===== config.mk =====
export PLATFORM = sky130hd
export DESIGN_NAME = uart_apb_tx_buffer
export DESIGN_NICKNAME = d
export VERILOG_FILES = /design/src/rtl/uart_apb_tx_buffer.sv
export SDC_FILE = /design/constraint.sdc
export NUM_CORES = 1
export LEC_CHECK = 0
export CORE_ASPECT_RATIO = 0.8
export CORE_UTILIZATION = 50
export CTS_CLUSTER_SIZE = 10
export DETAILED_ROUTE_END_ITERATION = 16
export MAX_ROUTING_LAYER = met4
export PLACE_DENSITY_LB_ADDON = 0.05
export SYNTH_ARGS = -nofsm -noshare
export SYNTH_HDL_FRONTEND = slang
export SYNTH_SLANG_ARGS = --single-unit

===== constraint.sdc =====
create_clock -name clk -period 3.25 [get_ports clk]
set_input_delay 0.65 -clock clk [delete_from_list [all_inputs] [get_ports clk]]
set_output_delay 0.65 -clock clk [all_outputs]
set_load 0.05 [all_outputs]

===== src/rtl/uart_apb_tx_buffer.sv =====
// APB slave in front of the uart core: configuration registers, a transmit
// byte FIFO and a launch FSM that hands one byte at a time to the core.
module uart_apb_tx_buffer #(
  parameter int          DEPTH    = 8,
  parameter logic [31:0] BAUD_RST = 32'd115200,
  parameter logic [31:0] CLKF_RST = 32'd50000000
) (
  input  logic        clk,
  input  logic        rst,
  input  logic        psel,
  input  logic        penable,
  input  logic        pwrite,
  input  logic [4:0]  paddr,
  input  logic [31:0] pwdata,
  output logic [31:0] prdata,
  output logic        pready,
  output logic        pslverr,
  output logic [7:0]  din,
  output logic        tx_en,
  input  logic        tx_done,
  output logic [3:0]  frame_size,
  output logic [1:0]  parity_type,
  output logic        bclk_en,
  output logic [31:0] BAUD_RATE_TX,
  output logic [31:0] CLK_FREQ,
  output logic        irq
);

  localparam int AW = $clog2(DEPTH);
  localparam int CW = AW + 1;

  typedef enum logic [1:0] {S_IDLE, S_LAUNCH, S_WAIT} state_t;

  state_t          state_reg, state_next;
  logic [8:0]      ctrl_reg;
  logic [31:0]     baud_reg;
  logic [31:0]     clkf_reg;
  logic            overflow_reg;
  logic [7:0]      mem [DEPTH];
  logic [AW-1:0]   wr_ptr_reg, rd_ptr_reg;
  logic [CW-1:0]   count_reg;
  logic [7:0]      din_reg;
  logic            sync1_reg, sync2_reg, sync3_reg;

  logic [2:0] addr;
  logic       access, wr, data_wr;
  logic       fifo_empty, fifo_full, pop, push_ok, done_rise, busy;
  logic       unused_paddr;

  assign addr         = paddr[4:2];
  assign unused_paddr = ^paddr[1:0];
  assign access       = psel & penable;
  assign wr           = access & pwrite;
  assign data_wr      = wr & (addr == 3'd0);

  assign fifo_empty = (count_reg == '0);
  assign fifo_full  = (count_reg == CW'(DEPTH));
  assign busy       = (state_reg != S_IDLE);
  assign pop        = (state_reg == S_IDLE) & ctrl_reg[0] & ~fifo_empty;
  // A same-cycle pop frees the slot the push needs, so a full FIFO still accepts it.
  assign push_ok    = data_wr & (~fifo_full | pop);
  assign done_rise  = sync2_reg & ~sync3_reg;

  // Registers and sticky overflow
  always_ff @(posedge clk) begin
    if (rst) begin
      ctrl_reg     <= 9'h040;
      baud_reg     <= BAUD_RST;
      clkf_reg     <= CLKF_RST;
      overflow_reg <= 1'b0;
    end else begin
      if (wr) begin
        case (addr)
          3'd2:    ctrl_reg <= pwdata[8:0];
          3'd3:    baud_reg <= pwdata;
          3'd4:    clkf_reg <= pwdata;
          default: ;
        endcase
      end
      if (data_wr && !push_ok)
        overflow_reg <= 1'b1;
      else if (wr && addr == 3'd1 && pwdata[3])
        overflow_reg <= 1'b0;
    end
  end

  // FIFO storage: no reset, registered read into din
  always_ff @(posedge clk) begin
    if (push_ok)
      mem[wr_ptr_reg] <= pwdata[7:0];
  end

  always_ff @(posedge clk) begin
    if (rst) begin
      wr_ptr_reg <= '0;
      rd_ptr_reg <= '0;
      count_reg  <= '0;
      din_reg    <= 8'd0;
    end else begin
      if (push_ok)
        wr_ptr_reg <= wr_ptr_reg + AW'(1);
      if (pop) begin
        rd_ptr_reg <= rd_ptr_reg + AW'(1);
        din_reg    <= mem[rd_ptr_reg];
      end
      count_reg <= count_reg + CW'(push_ok) - CW'(pop);
    end
  end

  // tx_done crosses from the core's domain
  always_ff @(posedge clk) begin
    if (rst) begin
      sync1_reg <= 1'b0;
      sync2_reg <= 1'b0;
      sync3_reg <= 1'b0;
    end else begin
      sync1_reg <= tx_done;
      sync2_reg <= sync1_reg;
      sync3_reg <= sync2_reg;
    end
  end

  always_ff @(posedge clk) begin
    if (rst)
      state_reg <= S_IDLE;
    else
      state_reg <= state_next;
  end

  always_comb begin
    state_next = state_reg;
    case (state_reg)
      S_IDLE:   if (pop) state_next = S_LAUNCH;
      S_LAUNCH: state_next = S_WAIT;
      S_WAIT:   if (done_rise) state_next = S_IDLE;
      default:  state_next = S_IDLE;
    endcase
  end

  always_comb begin
    prdata = 32'd0;
    if (psel && !pwrite) begin
      case (addr)
        3'd1:    prdata = {16'd0, 8'(count_reg), 4'd0, overflow_reg, busy, fifo_full, fifo_empty};
        3'd2:    prdata = {23'd0, ctrl_reg};
        3'd3:    prdata = baud_reg;
        3'd4:    prdata = clkf_reg;
        default: prdata = 32'd0;
      endcase
    end
  end

  assign pready       = 1'b1;
  assign pslverr      = access & (addr > 3'd4);
  assign din          = din_reg;
  assign tx_en        = (state_reg == S_LAUNCH) & ~rst;
  assign frame_size   = ctrl_reg[6:3];
  assign parity_type  = ctrl_reg[2:1];
  assign bclk_en      = ctrl_reg[7];
  assign BAUD_RATE_TX = baud_reg;
  assign CLK_FREQ     = clkf_reg;
  assign irq          = fifo_empty & ctrl_reg[8] & ~busy;

endmodule


== Word level (Yosys, flattened, before mapping) ==
Memories as Yosys holds them, arrays and structs flattened. A register that Yosys moved wholly into a read port is not among the register bits.
Cells that the tools add are included.

* Equality and inequality tests: 9
* Order comparisons: 1
* Reduce and logical (&&, ||, !) cells: 15
* Bitwise operators: 17
* Add/subtract/negate cells: 4
* Mux-type cells: 9

{| class="wikitable"
|+ Operator list
! kind !! number
|-
| $pmux 32 s4 || 1
|-
| $mux 32 || 1
|-
| $and 1x1->1 || 11
|-
| $reduce_and 2->1 || 4
|-
| $add 3x1->3 const B || 2
|-
| $eq 3x2->1 const B || 2
|-
| $pmux 2 s3 || 1
|-
| $not 1->1 || 5
|-
| $add 4x1->4 || 1
|-
| $eq 4x4->1 const B || 1
|-
| $logic_and 1x1->1 || 4
|-
| $logic_not 4->1 || 1
|-
| $mux 1 || 4
|-
| $mux 2 || 2
|-
| $ne 2x2->1 const B || 2
|-
| $reduce_bool 2->1 || 2
|-
| $sub 4x1->4 || 1
|-
| $eq 3x1->1 const B || 1
|-
| $eq 3x3->1 const B || 1
|-
| $gt 3x3->1 const B || 1
|-
| $logic_not 3->1 || 1
|-
| $eq 2x1->1 const B || 1
|-
| $eq 2x2->1 const B || 1
|-
| $logic_not 1->1 || 2
|-
| other kinds (2) || 2
|}

* Word-level logic and storage cells: 67
* Memories kept: 1
* RAM bits: 64
* Bits in registers: 89

{| class="wikitable"
|+ Memory list
! name !! words !! bits a word !! rd ports !! clocked after memory_dff !! write ports !! line !! text
|-
| mem || 8 || 8 || 1 || 1 || 1 || 39 || <nowiki>logic [7:0] mem [DEPTH];</nowiki>
|}

== Depth between registers and ports, before layout ==
* Word-level depth: 8
* Depth in mapped cells: 12
* Depth with buffers taken out: 11

== Worst setup path after synthesis ==
OpenSTA, ideal clock, no wires.

* Path kind: in2out
* From: in paddr[3]
* To: out prdata[15]
* Arrival time: 2.300 ns
* Setup slack: 0.300 ns
* Cell stages on the path: 5
* Data required time: 2.600 ns
* Cells stage by stage: nor3b_1 > clkbuf_1 > buf_1 > a22oi_1 > nor2_1

* Word-level cells in the longest chain between the ends: 3
* Elaborated cells on any way between the ends: 6

{| class="wikitable"
|+ Ends and longest elaborated chain
! what !! line !! text
|-
| start: declaration || 13 || <nowiki>input logic [4:0] paddr,</nowiki>
|-
| $eq 3x3->1 (tied with other cells) || 143 || <nowiki>case (addr)</nowiki>
|-
| $pmux 32 s4 (*) || 143 ||
|-
| $mux 32 (*) || 142 || <nowiki>if (psel && !pwrite) begin</nowiki>
|-
| end: declaration || 15 || <nowiki>output logic [31:0] prdata,</nowiki>
|}

Mark *: on every way between the ends. The rest lies on a longest branch, timed or not.

== Final worst setup path ==
* From: in paddr[2]
* To: out prdata[0]

The elaborated chain is that of the path after synthesis.

==> reports/qor.yml <==
logic_synthesis:
  synth_top_area_frac: 0.291
  yosysMostFrequentCell: "nand2_1"
  syn_area_per_cell_sq_um: 10.3
  synth.area.top_cells: "dfxtp_1 29%, edfxtp_1 29%, nand2_1 7.7%, mux4_2 5.4%, a21oi_1 4.2%"
  synth_cells: 646
  synth_compound_area_frac: 0.101
  synth_mux_area_frac: 0.0767
  synth_ff_type: "dfxtp_1"
  synth_simple_gate_area_frac: 0.179
  synth_top_area_cell: "dfxtp_1"
  yosys_warnings: 0
  synth-xor-area-share: 0.00656
  synth_top_family_by_area: "simple AND/OR/NAND/NOR gates"
  syn_area_sq_um: 6670
  ys_seq_area_frac: 0.579
  synthTopCellsByCount: "136 x nand2_1, 97 x dfxtp_1, 69 x nor2_1"
  syn-num-nets: 697
  synth_edf_count: 64
  synth_seq_cells: 161
  yosys.cell_types.count: 46
  synth_fa_ha_area_frac: 0.0161
  synthArstFlopShare: 0
timing:
  final_max_slew_viol_count: 0
  setup_violations: 0
  worstMarginPinSlew_ns: 0.967
  period_needed_ns: 3.08
  fin_crit_sh: 0.946
  slew_headroom: 0.355
  fmax_mhz: 325
  fin_worst_skew_ns: 0.00552
  finalHoldViolCount: 0
  rsz0062_at_grt: "false"
  finalSetupTns_ns: 0
clock_network:
  clockRootBuffer: "clkbuf_16"
  cts_tree: "yes"
  clock_sinks: 161
  htree_levels: 4
  cts_setup_buffers: 0
  clkTransAtPathRegs_ns: 0.06
  cts_max_path_buffers: 2
  hold_buffers: 0
  cts_made_buffers: 17
  clkLatencyLatePin_ns: 0.42
  cts_resized: 0
cells_and_area:
  largest_reg_flops: 64
  drive_above_1_share: 0.140
  fin_nets: 843
  syn2layout_area_growth_pct: 39.8
  fin_cells: 981
  regMostFlops: "mem"
flow_run:
  max_cap_viol_count: 0
global_routing:
  grt_busiest_layer: "met2"
  grt_util_met1: 0.370
  grt_util_met2: 0.423
  antenna_found_initial: 1
  grt_use_met3: 0.0741
  grtUsageTotal: 0.281
  overflow: 0
  grt_pass1_wl_um: 28500
  grt_pass1_vias: 5254
  grt_start_max_net_pins: 98
placed_design:
  dp.cells: 948
  hpwl_um: 12500
  gp_congestion: 0.852
  io_buffers: 154
setup_path:
  slowest_stage: "clkdlybuf4s50_1"
  cp-start-kind: "input pin"
  worstPathRequired_ns: 2.60
  crit_buf_inv: 3
  arrival_ns: 2.43
  crit_family: "buffers and inverters"
  cpPeakStageDelay_ns: 0.57
  path_cells: "clkdlybuf4s50_1 -> buf_4 -> nor2b_1 -> a32o_1 -> a22oi_1 -> nor2_1 -> buf_12"
  cp_max_fo: 9
  critPathKind: "input pin to primary output"
  worst_setup_path_end_kind: "primary output"
detailed_routing:
  vias: 5483
  postRouteAntennaNets: 0
  wl_um: 18400
  drc: 0
  drt_first_iter_violations: 463
  first_pass_iters: 5
  post_drt_wl_per_cell_um: 18.8
  routed_via_density: 5.59
floorplanning:
  die-area_sq_um: 13800
  die_w_um: 131
  initial_utilization: 0.517
  ios: 158
  die_y_um: 105
  rows: 37
  core_sq_um: 12900
power:
  leakage_uw: 0.00328
  power.density_nw_per_um2: 454
  ir_drop_v: 0.000347
outcome:
  status: "finished clean"
min_path:
  holdCritPathClass: "flip-flop to flip-flop"
-- stage by stage --
step	utilization	total power, uW	area [sq um]	setup WS, ns	hold WS [ns]
floorplan	-	2270	6670	0.300	0.414
global placement	0.679	2400	8770	0.214	0.431
detailed placement	0.679	2410	8770	0.194	0.457
CTS	0.722	4260	9330	0.194	0.464
global route	0.722	4380	9330	0.0705	0.466
finish	0.722	4240	9330	0.175	0.457
-- power breakdown --
| part | internal (uW) | switching [uW] | total (uW) |
|---|---|---|---|
| logic | 102 | 147 | 249 |
| registers | 2110 | 8.01 | 2120 |
| clock network | 1070 | 801 | 1870 |
| total | 3280 | 957 | 4240 |
-- kinds of logic (layout without fill, tap and decap cells) --
| kind of cell | after synthesis | count (layout) |
|---|---|---|
| AND/OR/NAND/NOR | 270 | 270 |
| flip-flops | 161 | 161 |
| AO/OA/AOI/OAI | 108 | 108 |
| buffers and inverters | 62 | 221 |
| multiplexers | 31 | 31 |
| adder cells (fa/ha/maj) | 8 | 8 |
| XOR/XNOR | 5 | 5 |
| other | 1 | 2 |
-- cell usage in the layout, fill, tap and decap left out, drive strengths merged, types with 2 or more instances in the layout --
cell type      instances
clkinv                 4
or2                    2
clkinvlp               6
a2bb2oi                3
nor3                  13
or3                    2
a222oi                 3
nand3b                17
mux2i                 14
o22ai                  8
xnor2                  3
edfxtp                64
nand2                136
buf                   60
a21oi                 56
nor3b                  3
clkdlybuf4s50        118
o21ai                  4
inv                   13
nor2                  69
a22oi                 25
xor2                   2
a211o                  2
nand3                  5
dfxtp                 97
ha                     7
nand4b                 2
nand2b                 5
and2                   3
clkbuf                19
a22o                   3
mux4                  16
nor2b                  8
-- worst reg2reg max path: stages (launching register included) --
cell and delay, ns:
dfxtp_1 0.31, inv_1 0.10, ha_1 0.23, or3b_2 0.53
and2_1 0.31, o21ai_0 0.20, o21ai_0 0.18, ha_1 0.23
inv_1 0.08, fa_1 0.42, nor2_1 0.12
-- layout make-up --
cell class                 count  area [sq um]
timing repair buffer         178          2100
clock buffer                  19           443
fill                         894          3590
sequential                   161          3860
antenna                        1          2.50
inverter                      11          41.3
tap                          175           219
clock inverter                13           111
multi-input combinational    423          2540
-- metal layers --
layer / up-vias / wire, um
met2: 252 / 8780
met3: 17 / 1640
met1: 2668 / 7750
met5: - / 0
met4: 0 / 280
li1: 2546 / -
-- worst paths after layout --
| check | startpoint | end | slack, ns | depth (start not counted) |
|---|---|---|---|---|
| max reg2reg | count_reg[2]$_SDFF_PP0_ | count_reg[1]$_SDFF_PP0_ | 0.47 | 10 |
| min reg2reg | sync1_reg$_SDFF_PP0_ | sync2_reg$_SDFF_PP0_ | 0.46 | 1 |
| max | paddr[2] | prdata[0] | 0.17 | 7 |
| min | sync1_reg$_SDFF_PP0_ | sync2_reg$_SDFF_PP0_ | 0.46 | 1 |
Note: power is estimated with default switching activity, not from simulation.
